$ cat src/rtl/sram_bus_arbiter_if.sv
// Bundle of the fetch, data and memory-side handshakes around the SRAM arbiter.
// slave is the arbiter's view, master is the view of the surrounding environment.
interface sram_bus_arbiter_if #(
  parameter int ADDR_WIDTH = 32,
  parameter int DATA_WIDTH = 32
);
  logic                    inst_req;
  logic [ADDR_WIDTH-1:0]   inst_addr;
  logic                    inst_addr_ok;
  logic                    inst_data_ok;
  logic [DATA_WIDTH-1:0]   inst_rdata;

  logic                    data_req;
  logic                    data_wr;
  logic [1:0]              data_size;
  logic [DATA_WIDTH/8-1:0] data_wstrb;
  logic [ADDR_WIDTH-1:0]   data_addr;
  logic [DATA_WIDTH-1:0]   data_wdata;
  logic                    data_addr_ok;
  logic                    data_data_ok;
  logic [DATA_WIDTH-1:0]   data_rdata;

  logic                    mem_req;
  logic                    mem_wr;
  logic [1:0]              mem_size;
  logic [DATA_WIDTH/8-1:0] mem_wstrb;
  logic [ADDR_WIDTH-1:0]   mem_addr;
  logic [DATA_WIDTH-1:0]   mem_wdata;
  logic                    mem_addr_ok;
  logic                    mem_data_ok;
  logic [DATA_WIDTH-1:0]   mem_rdata;

  modport slave (
    input  inst_req, inst_addr,
    output inst_addr_ok, inst_data_ok, inst_rdata,
    input  data_req, data_wr, data_size, data_wstrb, data_addr, data_wdata,
    output data_addr_ok, data_data_ok, data_rdata,
    output mem_req, mem_wr, mem_size, mem_wstrb, mem_addr, mem_wdata,
    input  mem_addr_ok, mem_data_ok, mem_rdata
  );

  modport master (
    output inst_req, inst_addr,
    input  inst_addr_ok, inst_data_ok, inst_rdata,
    output data_req, data_wr, data_size, data_wstrb, data_addr, data_wdata,
    input  data_addr_ok, data_data_ok, data_rdata,
    input  mem_req, mem_wr, mem_size, mem_wstrb, mem_addr, mem_wdata,
    output mem_addr_ok, mem_data_ok, mem_rdata
  );
endinterface

$ cat src/rtl/sram_bus_arbiter.sv
// Shares one SRAM-like port between instruction fetch and data access.
// Data wins arbitration except when fetch has been starved for STARVE_LIMIT
// grants. In-order responses are steered back by an owner FIFO; fetch
// responses issued before a flush are dropped.
//
// Lock FSM states:
//   state     | meaning
//   ST_OPEN   | no stalled request; arbitrate every cycle
//   ST_LOCKED | a request was presented without mem_addr_ok; replay latched
//             | owner/payload until memory accepts it
module sram_bus_arbiter #(
  parameter int ADDR_WIDTH      = 32,
  parameter int DATA_WIDTH      = 32,
  parameter int MAX_OUTSTANDING = 2,
  parameter int STARVE_LIMIT    = 4
) (
  input  logic             clock,
  input  logic             reset,
  input  logic             flush,
  output logic             protocol_err,
  sram_bus_arbiter_if.slave bus
);
  localparam int STRB_W = DATA_WIDTH / 8;
  localparam int PTR_W  = (MAX_OUTSTANDING > 1) ? $clog2(MAX_OUTSTANDING) : 1;
  localparam int CNT_W  = $clog2(MAX_OUTSTANDING + 1);
  localparam int STV_W  = $clog2(STARVE_LIMIT + 1);

  typedef struct packed {
    logic                  wr;
    logic [1:0]            size;
    logic [STRB_W-1:0]     wstrb;
    logic [ADDR_WIDTH-1:0] addr;
    logic [DATA_WIDTH-1:0] wdata;
  } req_t;

  typedef enum logic {ST_OPEN = 1'b0, ST_LOCKED = 1'b1} lock_state_t;
  typedef enum logic {OWN_DATA = 1'b0, OWN_INST = 1'b1} owner_t;

  lock_state_t                lock_state;
  owner_t                     lat_owner;
  req_t                       lat_req;
  logic                       lat_flushed;

  logic [MAX_OUTSTANDING-1:0] fifo_inst;
  logic [MAX_OUTSTANDING-1:0] fifo_discard;
  logic [PTR_W-1:0]           wr_ptr;
  logic [PTR_W-1:0]           rd_ptr;
  logic [CNT_W-1:0]           count;
  logic [STV_W-1:0]           starve_cnt;

  req_t inst_pay;
  req_t data_pay;
  req_t cur_req;
  logic mem_req_c;
  logic grant_inst;
  logic issue_ok;
  logic force_inst;
  logic accept;
  logic push_discard;
  logic pop;
  logic head_inst;
  logic head_discard;

  function automatic logic [PTR_W-1:0] next_ptr(input logic [PTR_W-1:0] p);
    next_ptr = (p == PTR_W'(MAX_OUTSTANDING - 1)) ? '0 : p + PTR_W'(1);
  endfunction

  // fetches are always word reads with no store payload
  assign inst_pay   = {1'b0, 2'd2, {STRB_W{1'b0}}, bus.inst_addr, {DATA_WIDTH{1'b0}}};
  assign data_pay   = {bus.data_wr, bus.data_size, bus.data_wstrb, bus.data_addr, bus.data_wdata};
  // a pop in the same cycle does not free a slot: use the registered count
  assign issue_ok   = (count < CNT_W'(MAX_OUTSTANDING));
  assign force_inst = bus.inst_req && (starve_cnt == STV_W'(STARVE_LIMIT));

  // pick the owner and payload presented to memory this cycle
  always_comb begin
    mem_req_c  = 1'b0;
    grant_inst = 1'b0;
    cur_req    = '0;
    if (lock_state == ST_LOCKED) begin
      mem_req_c  = 1'b1;
      grant_inst = (lat_owner == OWN_INST);
      cur_req    = lat_req;
    end else if (issue_ok) begin
      if (bus.data_req && !force_inst) begin
        mem_req_c = 1'b1;
        cur_req   = data_pay;
      end else if (bus.inst_req) begin
        mem_req_c  = 1'b1;
        grant_inst = 1'b1;
        cur_req    = inst_pay;
      end
    end
  end

  assign accept       = mem_req_c && bus.mem_addr_ok;
  // a fetch flushed while stalled is still issued but its answer is dropped
  assign push_discard = grant_inst && (flush || ((lock_state == ST_LOCKED) && lat_flushed));
  assign pop          = bus.mem_data_ok && (count != '0);
  assign head_inst    = fifo_inst[rd_ptr];
  assign head_discard = fifo_discard[rd_ptr];

  assign bus.mem_req      = mem_req_c;
  assign bus.mem_wr       = cur_req.wr;
  assign bus.mem_size     = cur_req.size;
  assign bus.mem_wstrb    = cur_req.wstrb;
  assign bus.mem_addr     = cur_req.addr;
  assign bus.mem_wdata    = cur_req.wdata;
  assign bus.inst_addr_ok = accept && grant_inst;
  assign bus.data_addr_ok = accept && !grant_inst;
  assign bus.inst_data_ok = pop && head_inst && !head_discard;
  assign bus.data_data_ok = pop && !head_inst;
  assign bus.inst_rdata   = bus.mem_rdata;
  assign bus.data_rdata   = bus.mem_rdata;

  // lock FSM: hold owner and payload steady while memory stalls
  always_ff @(posedge clock) begin
    if (reset) begin
      lock_state  <= ST_OPEN;
      lat_owner   <= OWN_DATA;
      lat_req     <= '0;
      lat_flushed <= 1'b0;
    end else begin
      case (lock_state)
        ST_OPEN: begin
          if (mem_req_c && !bus.mem_addr_ok) begin
            lock_state  <= ST_LOCKED;
            lat_owner   <= grant_inst ? OWN_INST : OWN_DATA;
            lat_req     <= cur_req;
            lat_flushed <= flush;
          end
        end
        ST_LOCKED: begin
          if (bus.mem_addr_ok) lock_state <= ST_OPEN;
          else                 lat_flushed <= lat_flushed | flush;
        end
        default: lock_state <= ST_OPEN;
      endcase
    end
  end

  // outstanding-owner FIFO; flush marks every queued fetch as discard
  always_ff @(posedge clock) begin
    if (reset) begin
      fifo_inst    <= '0;
      fifo_discard <= '0;
      wr_ptr       <= '0;
      rd_ptr       <= '0;
      count        <= '0;
    end else begin
      for (int i = 0; i < MAX_OUTSTANDING; i++) begin
        if (flush && fifo_inst[i]) fifo_discard[i] <= 1'b1;
      end
      if (accept) begin
        fifo_inst[wr_ptr]    <= grant_inst;
        fifo_discard[wr_ptr] <= push_discard;
        wr_ptr               <= next_ptr(wr_ptr);
      end
      if (pop) rd_ptr <= next_ptr(rd_ptr);
      case ({accept, pop})
        2'b10:   count <= count + CNT_W'(1);
        2'b01:   count <= count - CNT_W'(1);
        default: count <= count;
      endcase
    end
  end

  // count data grants that pass over a waiting fetch
  always_ff @(posedge clock) begin
    if (reset) begin
      starve_cnt <= '0;
    end else if (!bus.inst_req || (accept && grant_inst)) begin
      starve_cnt <= '0;
    end else if (accept && (starve_cnt != STV_W'(STARVE_LIMIT))) begin
      starve_cnt <= starve_cnt + STV_W'(1);
    end
  end

  // sticky flag for a response nobody asked for
  always_ff @(posedge clock) begin
    if (reset) begin
      protocol_err <= 1'b0;
    end else if (bus.mem_data_ok && (count == '0)) begin
      protocol_err <= 1'b1;
    end
  end
endmodule

$ cat src/flat_wrapper.sv
// flat-port wrapper written by rule: the top's interface ports become plain ports
module sram_bus_arbiter_flat 
#(
  parameter int ADDR_WIDTH      = 32,
  parameter int DATA_WIDTH      = 32,
  parameter int MAX_OUTSTANDING = 2,
  parameter int STARVE_LIMIT    = 4
)
  (clock, reset, flush, protocol_err, bus_inst_req, bus_inst_addr, bus_inst_addr_ok, bus_inst_data_ok, bus_inst_rdata, bus_data_req, bus_data_wr, bus_data_size, bus_data_wstrb, bus_data_addr, bus_data_wdata, bus_data_addr_ok, bus_data_data_ok, bus_data_rdata, bus_mem_req, bus_mem_wr, bus_mem_size, bus_mem_wstrb, bus_mem_addr, bus_mem_wdata, bus_mem_addr_ok, bus_mem_data_ok, bus_mem_rdata);
  sram_bus_arbiter_if #(.ADDR_WIDTH(ADDR_WIDTH), .DATA_WIDTH(DATA_WIDTH)) bus_i ();
  input  logic clock;
  input  logic reset;
  input  logic flush;
  output logic protocol_err;
  input wire logic [$bits(bus_i.inst_req)-1:0] bus_inst_req;
  input wire logic [$bits(bus_i.inst_addr)-1:0] bus_inst_addr;
  output wire logic [$bits(bus_i.inst_addr_ok)-1:0] bus_inst_addr_ok;
  output wire logic [$bits(bus_i.inst_data_ok)-1:0] bus_inst_data_ok;
  output wire logic [$bits(bus_i.inst_rdata)-1:0] bus_inst_rdata;
  input wire logic [$bits(bus_i.data_req)-1:0] bus_data_req;
  input wire logic [$bits(bus_i.data_wr)-1:0] bus_data_wr;
  input wire logic [$bits(bus_i.data_size)-1:0] bus_data_size;
  input wire logic [$bits(bus_i.data_wstrb)-1:0] bus_data_wstrb;
  input wire logic [$bits(bus_i.data_addr)-1:0] bus_data_addr;
  input wire logic [$bits(bus_i.data_wdata)-1:0] bus_data_wdata;
  output wire logic [$bits(bus_i.data_addr_ok)-1:0] bus_data_addr_ok;
  output wire logic [$bits(bus_i.data_data_ok)-1:0] bus_data_data_ok;
  output wire logic [$bits(bus_i.data_rdata)-1:0] bus_data_rdata;
  output wire logic [$bits(bus_i.mem_req)-1:0] bus_mem_req;
  output wire logic [$bits(bus_i.mem_wr)-1:0] bus_mem_wr;
  output wire logic [$bits(bus_i.mem_size)-1:0] bus_mem_size;
  output wire logic [$bits(bus_i.mem_wstrb)-1:0] bus_mem_wstrb;
  output wire logic [$bits(bus_i.mem_addr)-1:0] bus_mem_addr;
  output wire logic [$bits(bus_i.mem_wdata)-1:0] bus_mem_wdata;
  input wire logic [$bits(bus_i.mem_addr_ok)-1:0] bus_mem_addr_ok;
  input wire logic [$bits(bus_i.mem_data_ok)-1:0] bus_mem_data_ok;
  input wire logic [$bits(bus_i.mem_rdata)-1:0] bus_mem_rdata;
  assign bus_i.inst_req = bus_inst_req;
  assign bus_i.inst_addr = bus_inst_addr;
  assign bus_inst_addr_ok = bus_i.inst_addr_ok;
  assign bus_inst_data_ok = bus_i.inst_data_ok;
  assign bus_inst_rdata = bus_i.inst_rdata;
  assign bus_i.data_req = bus_data_req;
  assign bus_i.data_wr = bus_data_wr;
  assign bus_i.data_size = bus_data_size;
  assign bus_i.data_wstrb = bus_data_wstrb;
  assign bus_i.data_addr = bus_data_addr;
  assign bus_i.data_wdata = bus_data_wdata;
  assign bus_data_addr_ok = bus_i.data_addr_ok;
  assign bus_data_data_ok = bus_i.data_data_ok;
  assign bus_data_rdata = bus_i.data_rdata;
  assign bus_mem_req = bus_i.mem_req;
  assign bus_mem_wr = bus_i.mem_wr;
  assign bus_mem_size = bus_i.mem_size;
  assign bus_mem_wstrb = bus_i.mem_wstrb;
  assign bus_mem_addr = bus_i.mem_addr;
  assign bus_mem_wdata = bus_i.mem_wdata;
  assign bus_i.mem_addr_ok = bus_mem_addr_ok;
  assign bus_i.mem_data_ok = bus_mem_data_ok;
  assign bus_i.mem_rdata = bus_mem_rdata;
  sram_bus_arbiter #(.ADDR_WIDTH(ADDR_WIDTH), .DATA_WIDTH(DATA_WIDTH), .MAX_OUTSTANDING(MAX_OUTSTANDING), .STARVE_LIMIT(STARVE_LIMIT)) u_core (.clock(clock), .reset(reset), .flush(flush), .protocol_err(protocol_err), .bus(bus_i));
endmodule
$ cat config.mk
export PLATFORM = sky130hd
export DESIGN_NAME = sram_bus_arbiter_flat
export DESIGN_NICKNAME = d
export VERILOG_FILES = /design/src/rtl/sram_bus_arbiter_if.sv /design/src/rtl/sram_bus_arbiter.sv /design/src/flat_wrapper.sv
export SDC_FILE = /design/constraint.sdc
export NUM_CORES = 1
export LEC_CHECK = 0
export ABC_AREA = 0
export BUFFER_PORTS_ARGS = -buffer_cell sky130_fd_sc_hd__clkbuf_2
export CORE_AREA = 2 2 111 113
export CTS_CLUSTER_SIZE = 10
export DETAILED_ROUTE_END_ITERATION = 8
export DIE_AREA = 0 0 113 115
export MAX_ROUTING_LAYER = met4
export PLACE_DENSITY = 0.79
export SYNTH_ARGS = -nofsm -noshare
export SYNTH_HDL_FRONTEND = slang
export SYNTH_SLANG_ARGS = --single-unit
$ cat constraint.sdc
create_clock -name clock -period 2.2 [get_ports clock]
set_input_delay 0.44 -clock clock [delete_from_list [all_inputs] [get_ports clock]]
set_output_delay 0.44 -clock clock [all_outputs]
set_load 0.02 [all_outputs]
=== Word level (Yosys, flattened, before mapping) ===
Index checks and enable logic that the tools add are counted.

* $add $sub $neg: 5
* Multipliers: 0
* Div/mod/pow operators: 0
* Order comparisons: 4
* Equality and inequality tests: 6
* Shift-type cells: 0
* Multiplexer cells: 34
* Bitwise operators: 2
* Reduce and logical (&&, ||, !) cells: 31

{| class="wikitable"
|+ Operators with widths
! cell !! number
|-
| 71-bit 2-to-1 mux || 3
|-
| 70-bit 2-to-1 mux || 1
|-
| 1-bit 2-to-1 mux || 23
|-
| 1-bit logical AND || 17
|-
| 1-bit logical NOT || 6
|-
| 2-bit bitwise mux || 2
|-
| 1-bit by 2-bit less-than comparator with 1-bit output, second input constant || 2
|-
| 1-bit case mux with 2 select lines || 2
|-
| 2-bit case mux with 2 select lines || 1
|-
| 2-bit AND reduction || 2
|-
| 2-bit nonzero test || 2
|-
| 3-bit by 1-bit adder with 3-bit output, second input constant || 1
|-
| 3-bit equality test, second input constant || 1
|-
| 3-bit inequality test, second input constant || 1
|-
| 1-bit adder, second input constant || 2
|-
| 2-bit by 1-bit adder with 2-bit output, second input constant || 1
|-
| 2-bit by 1-bit equality test with 1-bit output, second input constant || 1
|-
| 2-bit equality test, second input constant || 1
|-
| 2-bit logical NOT || 1
|-
| 1-bit logical OR || 2
|-
| 2-bit less-than comparator, second input constant || 1
|-
| 2-bit 2-to-1 mux || 1
|-
| 2-bit by 1-bit inequality test with 1-bit output, second input constant || 1
|-
| 2-bit inequality test, second input constant || 1
|-
| 6 further kinds || 6
|}

* Register bits: 86
* Latch bits: 0
* Memory bits (writable): 0
* Bits in read-only memories: 0
* Bits of input ports: 142
* Output and inout port bits: 141
* Memories: 0

=== Depth between registers and ports, before layout ===
* Depth after elaboration: 11
* Mapped depth: 8

=== Least setup slack after synthesis ===
OpenSTA, ideal clock, no wires.

* Path kind: register to output
* Start: reg u_core.starve_cnt[0]
* End: out bus_mem_wdata[10]
* Arrival time: 1.709 ns
* Required time: 1.760 ns
* Path slack: 0.051 ns
* Stages on the path, launching flop included: 9
* Path buffers: 3
* Cell sequence: dfxtp_1 -> inv_1 -> ha_1 -> nand3_1 -> and3_1 -> buf_2 -> buf_2 -> buf_1 -> a22o_1

* Word-level cells in the longest chain between the ends: 7

{| class="wikitable"
|+ RTL lines
! item !! RTL line !! source
|-
| start: declaration || sram_bus_arbiter.sv:49 || <nowiki>logic [STV_W-1:0] starve_cnt;</nowiki>
|-
| start signal: assignment || sram_bus_arbiter.sv:175 || <nowiki>starve_cnt <= starve_cnt + STV_W'(1);</nowiki>
|-
| 3-bit equality test || sram_bus_arbiter.sv:73 || <nowiki>assign force_inst = bus.inst_req && (starve_cnt == STV_W'(STARVE_LIMIT));</nowiki>
|-
| 1-bit logical AND || sram_bus_arbiter.sv:73 ||
|-
| 1-bit logical NOT || sram_bus_arbiter.sv:85 || <nowiki>if (bus.data_req && !force_inst) begin</nowiki>
|-
| 1-bit logical AND || sram_bus_arbiter.sv:85 ||
|-
| 71-bit 2-to-1 mux || sram_bus_arbiter.sv:85 ||
|-
| 71-bit 2-to-1 mux || sram_bus_arbiter.sv:84 || <nowiki>end else if (issue_ok) begin</nowiki>
|-
| 71-bit 2-to-1 mux || sram_bus_arbiter.sv:80 || <nowiki>if (lock_state == ST_LOCKED) begin</nowiki>
|-
| end: declaration || flat_wrapper.sv:34 || <nowiki>output wire logic [$bits(bus_i.mem_wdata)-1:0] bus_mem_wdata;</nowiki>
|}

No other way between the ends.

=== Final worst setup path ===
Ends and elaborated chain as after synthesis.

==> flow_metrics.tcl <==
set metrics [dict create \
    status "finished, violations left" \
    violations "design-rule violations, negative setup slack" \
    rsz0062_at_grt "yes" \
    synth_area_mm2 0.00459 \
    post-route-period-util_pct 109 \
    timing.rr.start "u_core.lock_state" \
    drt-initial-drc-count 481 \
    path_class "reg -> out" \
    seq_area_mm2 0.00173 \
    clk_path_buf_depth 2 \
    multi_input_area_mm2 0.00209 \
    vdd_drop_max_v 0.000439 \
    crit_start "u_core.starve_cnt[0]" \
    cts_sinks 86 \
    wire_per_inst_um 15.5 \
    avgSynthCellArea_um2 8.20 \
    seq_area_frac_synth_pct 37.5 \
    die-area_mm2 0.0130 \
    insertion_delay_ps 340 \
    synth_warnings 0 \
    placement_rows 40 \
    setup_slack_ps -193 \
    cp-endpoint "bus_mem_wdata[10]" \
    r2r_end "u_core.lat_req[63]" \
    antenna_found_initial 0 \
    top_layer "met4" \
    synth_compound_area_share_pct 28.6 \
    grt_pass1_wl_um 20800 \
    drc_errors 19 \
    cellLeakagePower_nw 3.11 \
    max_stage_delay_ps 330 \
    wl_met1_um 5400 \
    cp_slowest_cell "dfxtp_2" \
    start_util_pct 38.9 \
    grt_pass1_vias 4439 \
    synthMuxAreaShare_pct 0.436 \
    track_usage_pct 20.3 \
    required_ps 1760 \
    cp-start-kind "register" \
    wl_met2_um 6940 \
    end_kind "primary output" \
    cp_max_fo 18 \
    finClkSkew_ps 6.73 \
    synth-simple-area-share_pct 13.5 \
    grt_max_degree 50 \
    cap_violations 0 \
    cp.depth 8 \
    area_delta_synth_final_pct 40.9 \
    regToRegSetupSlack_ps 160 \
    synth_cells 560 \
    setup_viol 67 \
    yosys.area_share.adder_pct 0.817 \
    fmax_mhz 418 \
    drive_gt1_share_pct 41.3 \
    num_vias 4784 \
    crit_arrival_ps 1950 \
    synth_top_family_by_area "compound AO/OA/AOI/OAI gates" \
    holdWs_ps 351 \
    totalWireLength_um 13700 \
    num_io_pins 283 \
    cp_top_family "buffers and inverters" \
    core_area_mm2 0.0118 \
    place.gp.congestion 0.844 \
    nNetsFinal 879 \
    finalMaxSlewViolations 0 \
    portBuffers 186 \
    final_hold_viol_count 0 \
    fin_crit_ps 2390 \
    place_hpwl_um 8460 \
    viasPerCell 5.40 \
    die_w_um 113 \
    cts_tree "done" \
    rr_worst_depth 9 \
    dr_wl_met3_um 1090 \
    numCtsBuffers 9 \
    ant_nets 0 \
    crit_buf_inv 4 \
    antenna_cells 0 \
    htree_levels 3 \
    relSlewSlack_pct 64.3 \
    overflow 0 \
    syn_nets 705 \
    preCtsSetupSlack_ps 33.2 \
    clock-root-buffer "clkbuf_16" \
    powerDensity_mw_per_mm2 952 \
    clkTransAtPathRegs_ps 60 \
    crit_chain "inv_2, ha_4, nand3_2, and3_4, buf_4, bufbuf_16, a22o_1, buf_2" \
    ys_ff_latch 86 \
    synth.distinct_cells 38 \
    final.fill_count 1044 \
    worstHoldPathType "in -> reg" \
    synth_xor_area_share_pct 0.953 \
    worst_pin_slew_ps 536 \
    die_h_um 115 \
    firstDrtPassIters 9 \
]
[cells in the final DEF, fill, tap and decap left out, drive strengths merged, types with 32 or more instances in the layout]
cell type  instances
a22o              38
a21oi             42
a222oi            32
buf              133
nand3             39
dfxtp             86
inv               40
nor2              47
a211oi            39
clkbuf           152
nand2             47
[synth_stat cells, drive strengths merged]
cell	n	area share, %
dfxtp	86	37
buf	84	13
nand2	47	3.8
nor2	47	4.0
a21oi	42	4.6
inv	40	3.3
a211oi	39	6.4
nand3	39	4.2
a22o	38	7.2
a222oi	32	7.0
clkbuf	28	2.3
ha	3	0.82
nor3	3	0.44
o211a	3	0.65
o21a	3	0.49
o21ai	3	0.33
xor2	3	0.57
and3	2	0.27
mux2i	2	0.44
o211ai	2	0.33
xnor2	2	0.38
a21boi	1	0.25
a221o	1	0.22
a2bb2oi	1	0.19
nand2b	1	0.14
nor2b	1	0.14
o2111ai	1	0.19
o21ba	1	0.22
o21bai	1	0.16
o31ai	1	0.16
o32a	1	0.22
or3	1	0.14
or3b	1	0.25
[timing repair]
item | 4_1_cts | 5_1_grt
resized for setup | 63 | 60
pin swaps | 32 | 22
cloned | 3 | 0
buffers inserted | 37 | 15
hold buffers | 0 | 0
endpoints found under the setup margin | 73 | 72
[report_power, final]
part	total (W)	switching, W	leakage (nW)	internal (W)
registers	0.00191	0.000140	0.705	0.00177
logic	0.00271	0.00140	2.26	0.00132
clock network	0.00153	0.000597	0.152	0.000936
[worst min path at each step]
stage	startpoint	end	slack, ps	depth (start not counted)
6_report	bus_data_size[0]	u_core.lat_req[68]	350	3
5_1_grt	bus_data_wdata[7]	u_core.lat_req[7]	350	3
4_1_cts	bus_data_wdata[18]	u_core.lat_req[18]	330	3
3_5_place_dp	u_core.lat_req[12]	u_core.lat_req[12]	450	2
3_3_place_gp	u_core.lat_req[16]	u_core.lat_req[16]	440	2
2_1_floorplan	u_core.lat_req[0]	u_core.lat_req[0]	440	2
[layout make-up]
type	instances	area share [%]
Clock buffer	12	3.96
Clock inverter	4	0.696
Inverter	40	2.32
Multi-Input combinational cell	322	32.3
Sequential cell	86	26.7
Tap cell	147	2.84
Timing Repair Buffer	275	31.2
[per-stage QoR]
step	cell area [um^2]	setup TNS [ps]	total power, W	std cells	util, %
after global routing	6470	-12380	0.00650	886	54.8
after floorplan	4590	0	0.00345	560	-
final	6470	-7280	0.00616	886	54.8
after detailed placement	5370	0	0.00405	815	45.5
after CTS	6310	-8340	0.00605	871	53.4
after global placement	5370	0	0.00403	815	45.5
[layer usage]
metal | GRT usage (%) | vias to the layer above
met5 | - | -
met4 | 9.92 | 0
met3 | 3.80 | 34
met2 | 34.7 | 237
met1 | 23.0 | 2214
li1 | - | 2299
[flip-flops by register name, summed over array words and instances, names as in the netlist]
name / cells
u_core.lat_req: 71
u_core.starve_cnt: 3
u_core.count: 2
u_core.fifo_discard: 2
u_core.fifo_inst: 2
u_core.lat_flushed: 1
u_core.lat_owner: 1
u_core.lock_state: 1
u_core.protocol_err: 1
u_core.rd_ptr: 1
u_core.wr_ptr: 1
[worst min-delay path: cells and delay by family]
family                 cells  cell delay [ps]
buffers and inverters      1               90
and+or+nand+nor            1               60
AOI/OAI and AO/OA          1               50
[logic make-up (layout without fill, tap and decap cells)]
kind of cell,count (synthesis),count (layout)
adders and majority gates,3,3
DFF,86,86
muxes,2,2
and+or+nand+nor,142,142
buffers and inverters,152,331
xor gates and xnor gates,5,5
AOI/OAI and AO/OA,170,170
No activity file was read; power rests on OpenSTA's default activity.
